==> src/rtl/fwd_scoreboard.sv <==
// Operand-forwarding scoreboard: tracks producer latency per register, stalls
// unready readers, and resolves operands from the forwarding network or the RF.
module fwd_scoreboard #(
  parameter int unsigned LOAD_LAT = 2,
  parameter int unsigned ALU_LAT  = 0
) (
  input  logic        clk,
  input  logic        reset,
  input  logic        issue_valid,
  input  logic [4:0]  issue_rs,
  input  logic [4:0]  issue_rt,
  input  logic        issue_uses_rs,
  input  logic        issue_uses_rt,
  input  logic [4:0]  issue_dst,
  input  logic        issue_regwrite,
  input  logic        issue_is_load,
  input  logic        flush,
  input  logic [4:0]  ex_reg,
  input  logic [31:0] ex_data,
  input  logic        ex_we,
  input  logic [4:0]  mem_reg,
  input  logic [31:0] mem_data,
  input  logic        mem_we,
  input  logic [4:0]  wb_reg,
  input  logic [31:0] wb_data,
  input  logic        wb_we,
  input  logic [4:0]  wbfw_reg,
  input  logic [31:0] wbfw_data,
  input  logic        wbfw_we,
  input  logic [31:0] rf_rs_data,
  input  logic [31:0] rf_rt_data,
  output logic        issue_stall,
  output logic        op_valid_out,
  output logic [31:0] op_a_out,
  output logic [31:0] op_b_out,
  output logic [15:0] stall_cycles
);

  localparam int unsigned DW   = 32;
  localparam int unsigned RW   = 5;
  localparam int unsigned CW   = 3;
  localparam int unsigned SW   = 16;
  localparam int unsigned NREG = 32;

  localparam logic [CW-1:0] LOAD_CNT = CW'(LOAD_LAT);
  localparam logic [CW-1:0] ALU_CNT  = CW'(ALU_LAT);
  localparam logic [SW-1:0] SC_MAX   = '1;

  logic [CW-1:0] pend [NREG];
  logic          rs_busy_c;
  logic          rt_busy_c;
  logic          accept_c;
  logic [DW-1:0] op_a_c;
  logic [DW-1:0] op_b_c;

  // Fixed-priority operand source select: r0, ex, mem, wb, wbfw, then RF.
  function automatic logic [DW-1:0] resolve(input logic [RW-1:0] r,
                                            input logic [DW-1:0] rf);
    logic [DW-1:0] v;
    if (r == '0)                        v = '0;
    else if (ex_we   && ex_reg   == r)  v = ex_data;
    else if (mem_we  && mem_reg  == r)  v = mem_data;
    else if (wb_we   && wb_reg   == r)  v = wb_data;
    else if (wbfw_we && wbfw_reg == r)  v = wbfw_data;
    else                                v = rf;
    return v;
  endfunction

  // Hazard detection, accept decision and operand resolution.
  always_comb begin
    rs_busy_c   = 1'b0;
    rt_busy_c   = 1'b0;
    issue_stall = 1'b0;
    accept_c    = 1'b0;
    rs_busy_c   = issue_uses_rs && (issue_rs != '0) && (pend[issue_rs] != '0);
    rt_busy_c   = issue_uses_rt && (issue_rt != '0) && (pend[issue_rt] != '0);
    issue_stall = issue_valid && (rs_busy_c || rt_busy_c) && !flush;
    accept_c    = issue_valid && !issue_stall && !flush;
    op_a_c      = resolve(issue_rs, rf_rs_data);
    op_b_c      = resolve(issue_rt, rf_rt_data);
  end

  // Scoreboard counters: count down each cycle, reload on accepted writer, clear on flush.
  always_ff @(posedge clk or negedge reset) begin
    if (!reset) begin
      for (int i = 0; i < NREG; i++) pend[i] <= '0;
    end else if (flush) begin
      for (int i = 1; i < NREG; i++) pend[i] <= '0;
    end else begin
      for (int i = 1; i < NREG; i++) begin
        if (accept_c && issue_regwrite && (issue_dst == RW'(i)))
          pend[i] <= issue_is_load ? LOAD_CNT : ALU_CNT;
        else if (pend[i] != '0)
          pend[i] <= pend[i] - CW'(1);
      end
    end
  end

  // Registered operand outputs and saturating stall counter.
  always_ff @(posedge clk or negedge reset) begin
    if (!reset) begin
      op_valid_out <= 1'b0;
      op_a_out     <= '0;
      op_b_out     <= '0;
      stall_cycles <= '0;
    end else begin
      op_valid_out <= accept_c;
      if (accept_c) begin
        op_a_out <= op_a_c;
        op_b_out <= op_b_c;
      end
      if (issue_stall && (stall_cycles != SC_MAX))
        stall_cycles <= stall_cycles + SW'(1);
    end
  end

endmodule
==> config.mk <==
export PLATFORM = sky130hd
export DESIGN_NAME = fwd_scoreboard
export DESIGN_NICKNAME = d
export VERILOG_FILES = /design/src/rtl/fwd_scoreboard.sv
export SDC_FILE = /design/constraint.sdc
export NUM_CORES = 1
export LEC_CHECK = 0
export BUFFER_PORTS_ARGS = -buffer_cell sky130_fd_sc_hd__buf_2
export CAP_MARGIN = 25
export CELL_PAD_IN_SITES_DETAIL_PLACEMENT = 1
export CELL_PAD_IN_SITES_GLOBAL_PLACEMENT = 2
export CORE_UTILIZATION = 34
export DETAILED_ROUTE_END_ITERATION = 8
export PLACE_DENSITY = 0.91
export SYNTH_ARGS = -nofsm -noshare
export SYNTH_HDL_FRONTEND = slang
export SYNTH_SLANG_ARGS = --single-unit
==> constraint.sdc <==
create_clock -name clk -period 6.75 [get_ports clk]
set_input_delay 1.0125 -clock clk [delete_from_list [all_inputs] [get_ports clk]]
set_output_delay 1.0125 -clock clk [all_outputs]
set_load 0.005 [all_outputs]
==> PnR_summary.wiki <==
{| class="wikitable"
! Metric !! Value
|-
| Number of nets produced by synthesis || 1767
|-
| Final worst path period share || 0.730
|-
| # Max-Cap Violations || 0
|-
| Global-route congestion overflow total || 0
|-
| Final total negative setup slack || 0 ns
|-
| Post-synth EDFFs || 0
|-
| FP Rows || 70
|-
| Worst vdd rail ir drop || 0.000205 V
|-
| Synthesis-to-finish area growth || 20.1%
|-
| Fraction of power consumed by sequential logic || 0.332
|-
| Boundary Pins || 321
|-
| Number of port buffers || 320
|-
| CTS buffer count || 17
|-
| Distinct cell type count after synthesis || 59
|-
| Final core utilization || 0.415
|-
| Hold WC Path Type || reg -> reg
|-
| Number of levels in the clock H-tree || 4
|-
| Worst-case clock skew || 0.0142 ns
|-
| Number of fillers in the final layout || between 4000 and 5000
|-
| Routed WL || 49.5 mm
|-
| Average wire per cell in the routed design || between 20 and 25 um
|-
| Clock sink count || 174
|-
| Yosys Warn Count || 3
|-
| Global-route usage over all layers || 0.260
|-
| RSZ-0062 raised after global routing || no
|-
| Antenna violations before repair || 22
|-
| Detailed router's first-iteration violation count || 532
|-
| Die footprint || 37900 sq um
|-
| Final setup violation count || 0
|-
| Endpoint kind of the worst setup timing path || output pin
|-
| Placer congestion estimate || slightly below 0.9
|-
| Asr flop ratio synth || 1.00
|-
| Combinational power share || 0.492
|-
| Category of the critical setup timing path || in -> out
|-
| Clock latency on the worst-skew pair || 0.44 ns
|-
| Netlist area before placement || 12600 sq um
|-
| Area of the core region || 36500 sq um
|-
| Initial Util || 0.345
|-
| Die Ht || 195 um
|-
| Switching fraction of total power || 0.420
|-
| Clock tree from TritonCTS || yes
|-
| Number of nets with antenna violations after routing || 0
|-
| Pwr Total || about 5.7 mW
|-
| Number of failing hold endpoints at the final stage || 0
|-
| First-pass GRT wire length || 76.1 mm
|-
| Post-synthesis instance total || between 1000 and 1500
|-
| Kind of start point of the critical path || input pin
|-
| Rel. slew slack || 0.280
|-
| Fraction of layout cells with a size suffix above 1 || 0.246
|-
| Final-report max-slew violation count || 0
|-
| CP max FO || 52
|-
| Hold buffer count at CTS || 0
|-
| Pre-Repair DR Iteration Count || 5
|-
| Top post-synthesis cells by area || sky130_fd_sc_hd__dfrtp_1 35%, sky130_fd_sc_hd__a211oi_1 8.4%, sky130_fd_sc_hd__nor2_1 6.7%, sky130_fd_sc_hd__ha_1 6.2%, sky130_fd_sc_hd__xor2_1 5.3%
|-
| Seq cells post-synth || 174
|-
| Clock root cell || sky130_fd_sc_hd__clkbuf_16
|-
| Seq/Total Area, Yosys || 0.345
|-
| Worst Max-Slew Pin Slew || ~1.1 ns
|-
| Overall die width || 195 um
|-
| Clk network pwr share || 0.176
|-
| Number of buffers on the longest clock path || 2
|-
| Outcome || completed
|-
| Leakage power summed over all cells || 6.97 nW
|-
| Hpwl dp || 36.6 mm
|-
| Per-cell via count in the routed design || around 5.7
|-
| Arrival time at the worst endpoint || ~3.9 ns
|-
| Quantity of gates resized following cts || 0
|-
| Reg clk slew, reported paths || ~0.07 ns
|-
| Net count reported at finish || ~2000
|-
| Residual DRC count || 0
|-
| Top cell type's share of synthesized area || 0.345
|-
| Fin crit period || ~4.9 ns
|-
| Post-CTS repair timing setup buffer count || 0
|-
| Vias in the first global route || about 13000
|-
| Post-synthesis average cell area || 8.61 sq um
|-
| Maximum number of pins on one net before global-route repair || between 80 and 90
|-
| Peak Freq || 203 MHz
|-
| Largest area contributor in the netlist || sky130_fd_sc_hd__dfrtp_1
|-
| Pwr dens || 373 nW/um^2
|-
| Design internal power || 3.28 mW
|-
| Net switching power || 2.38 mW
|-
| Req. time, crit path || 5.74 ns
|-
| Most common flop cell mapped by yosys || sky130_fd_sc_hd__dfrtp_1
|-
| Number of vias in the routed layout || 12700
|}
==> cell families (layout without fill, tap and decap cells) <==
family          Yosys count  in the layout  synth area share
compound gates          320            320             0.186
xor+xnor                 86             86            0.0597
fa+ha+maj                63             63            0.0625
buf+inv                 210            471            0.0657
flops                   174            174             0.345
mux                     100            100            0.0909
other cells               0             16                 0
simple gates            512            512             0.190
==> cell usage after synthesis, drive strengths merged (5+ instances only) <==
| master | instances |
|---|---|
| xor2 | 77 |
| a41o | 6 |
| nand2 | 81 |
| buf | 29 |
| clkbuf | 81 |
| nor3 | 91 |
| a211oi | 141 |
| a21oi | 69 |
| mux2i | 67 |
| ha | 63 |
| nor2 | 224 |
| nor4 | 20 |
| mux2 | 24 |
| o41ai | 65 |
| nor2b | 6 |
| a311oi | 11 |
| nand3 | 22 |
| dfrtp | 174 |
| and3 | 31 |
| and2 | 13 |
| inv | 100 |
| o311ai | 5 |
| xnor2 | 9 |
| mux4 | 9 |
==> stage by stage <==
stage | cells | setup WS [ns] | hold WS, ns | area [sq um]
floorplan | 1465 | 2.45 | 0.467 | 12600
global placement | 2161 | 1.97 | 0.451 | 14500
detailed placement | 2162 | 1.83 | 0.456 | 14500
CTS | 2193 | 1.83 | 0.471 | 15100
global route | 2206 | 1.63 | 0.490 | 15100
finish | 2210 | 1.82 | 0.472 | 15200
==> flip-flops by register name, indices dropped and copies added, names as in the netlist <==
register      count
stall_cycles     16
pend             93
op_valid_out      1
op_b_out         32
op_a_out         32
==> layout make-up <==
| cell class | count | area, sq um | area share |
|---|---|---|---|
| flip-flops and latches | 174 | 4350 | 0.287 |
| repair buffers | 340 | 1770 | 0.117 |
| well taps | 468 | 586 | 0.0386 |
| clock inverters | 10 | 114 | 0.00751 |
| inverters | 100 | 375 | 0.0248 |
| diodes | 16 | 40.0 | 0.00264 |
| clock buffers | 21 | 450 | 0.0297 |
| multi-input cells | 1081 | 7470 | 0.493 |
==> worst max-delay path, cell delays in order <==
cell	delay, ns
sky130_fd_sc_hd__buf_2	0.45
sky130_fd_sc_hd__nor2b_1	0.27
sky130_fd_sc_hd__a22oi_1	0.13
sky130_fd_sc_hd__a31oi_1	0.21
sky130_fd_sc_hd__nor3_1	0.08
sky130_fd_sc_hd__o311ai_1	0.80
sky130_fd_sc_hd__and2_4	0.68
sky130_fd_sc_hd__nor2_1	0.10
sky130_fd_sc_hd__buf_2	0.15
==> per-layer routing <==
layer / vias up / GRT usage / share of wire
met2: 407 / 0.442 / 0.48
met1: 6354 / 0.311 / 0.40
met5: - / 0 / 0.0021
li1: 5821 / - / -
met4: 16 / 0.134 / 0.047
met3: 94 / 0.0521 / 0.062
==> layout by cell type (no fill, tap or decap), types with 18 or more instances in the layout <==
cell                       Yosys  layout
sky130_fd_sc_hd__xor2_1       77      77
sky130_fd_sc_hd__buf_2        15     320
sky130_fd_sc_hd__mux2i_1      67      67
sky130_fd_sc_hd__a211oi_1    141     141
sky130_fd_sc_hd__nor2_1      224     224
sky130_fd_sc_hd__ha_1         63      63
sky130_fd_sc_hd__nor4_1       19      18
sky130_fd_sc_hd__a21oi_1      69      69
sky130_fd_sc_hd__and3_1       31      27
sky130_fd_sc_hd__buf_4         0      18
sky130_fd_sc_hd__nor3_1       83      83
sky130_fd_sc_hd__mux2_2       21      21
sky130_fd_sc_hd__nand3_1      21      19
sky130_fd_sc_hd__inv_1        99      99
sky130_fd_sc_hd__nand2_1      81      81
sky130_fd_sc_hd__dfrtp_1     174     174
sky130_fd_sc_hd__o41ai_1      65      65
==> final timing paths <==
check	cells after the start	start	endpoint	slack (ns)
setup / recovery	9	issue_rt[1]	issue_stall	1.82
hold / removal	2	op_a_out[13]	op_a_out[13]	0.47
setup reg to reg	8	pend[85]	op_b_out[24]	2.54
hold reg to reg	2	op_a_out[13]	op_a_out[13]	0.47
max in group asynchronous	2	reset	pend[63]	4.80
min in group asynchronous	1	reset	op_a_out[28]	0.63
==> power groups by stage <==
stage,clock network [mW],registers (mW),logic [mW]
after floorplan,0,1.80,1.90
after global placement,0,1.87,2.60
after detailed placement,0,1.89,2.77
after CTS,1.02,1.88,2.80
after global routing,1.05,1.94,3.16
final,0.994,1.88,2.79
Power figures use the tool's default switching activity.
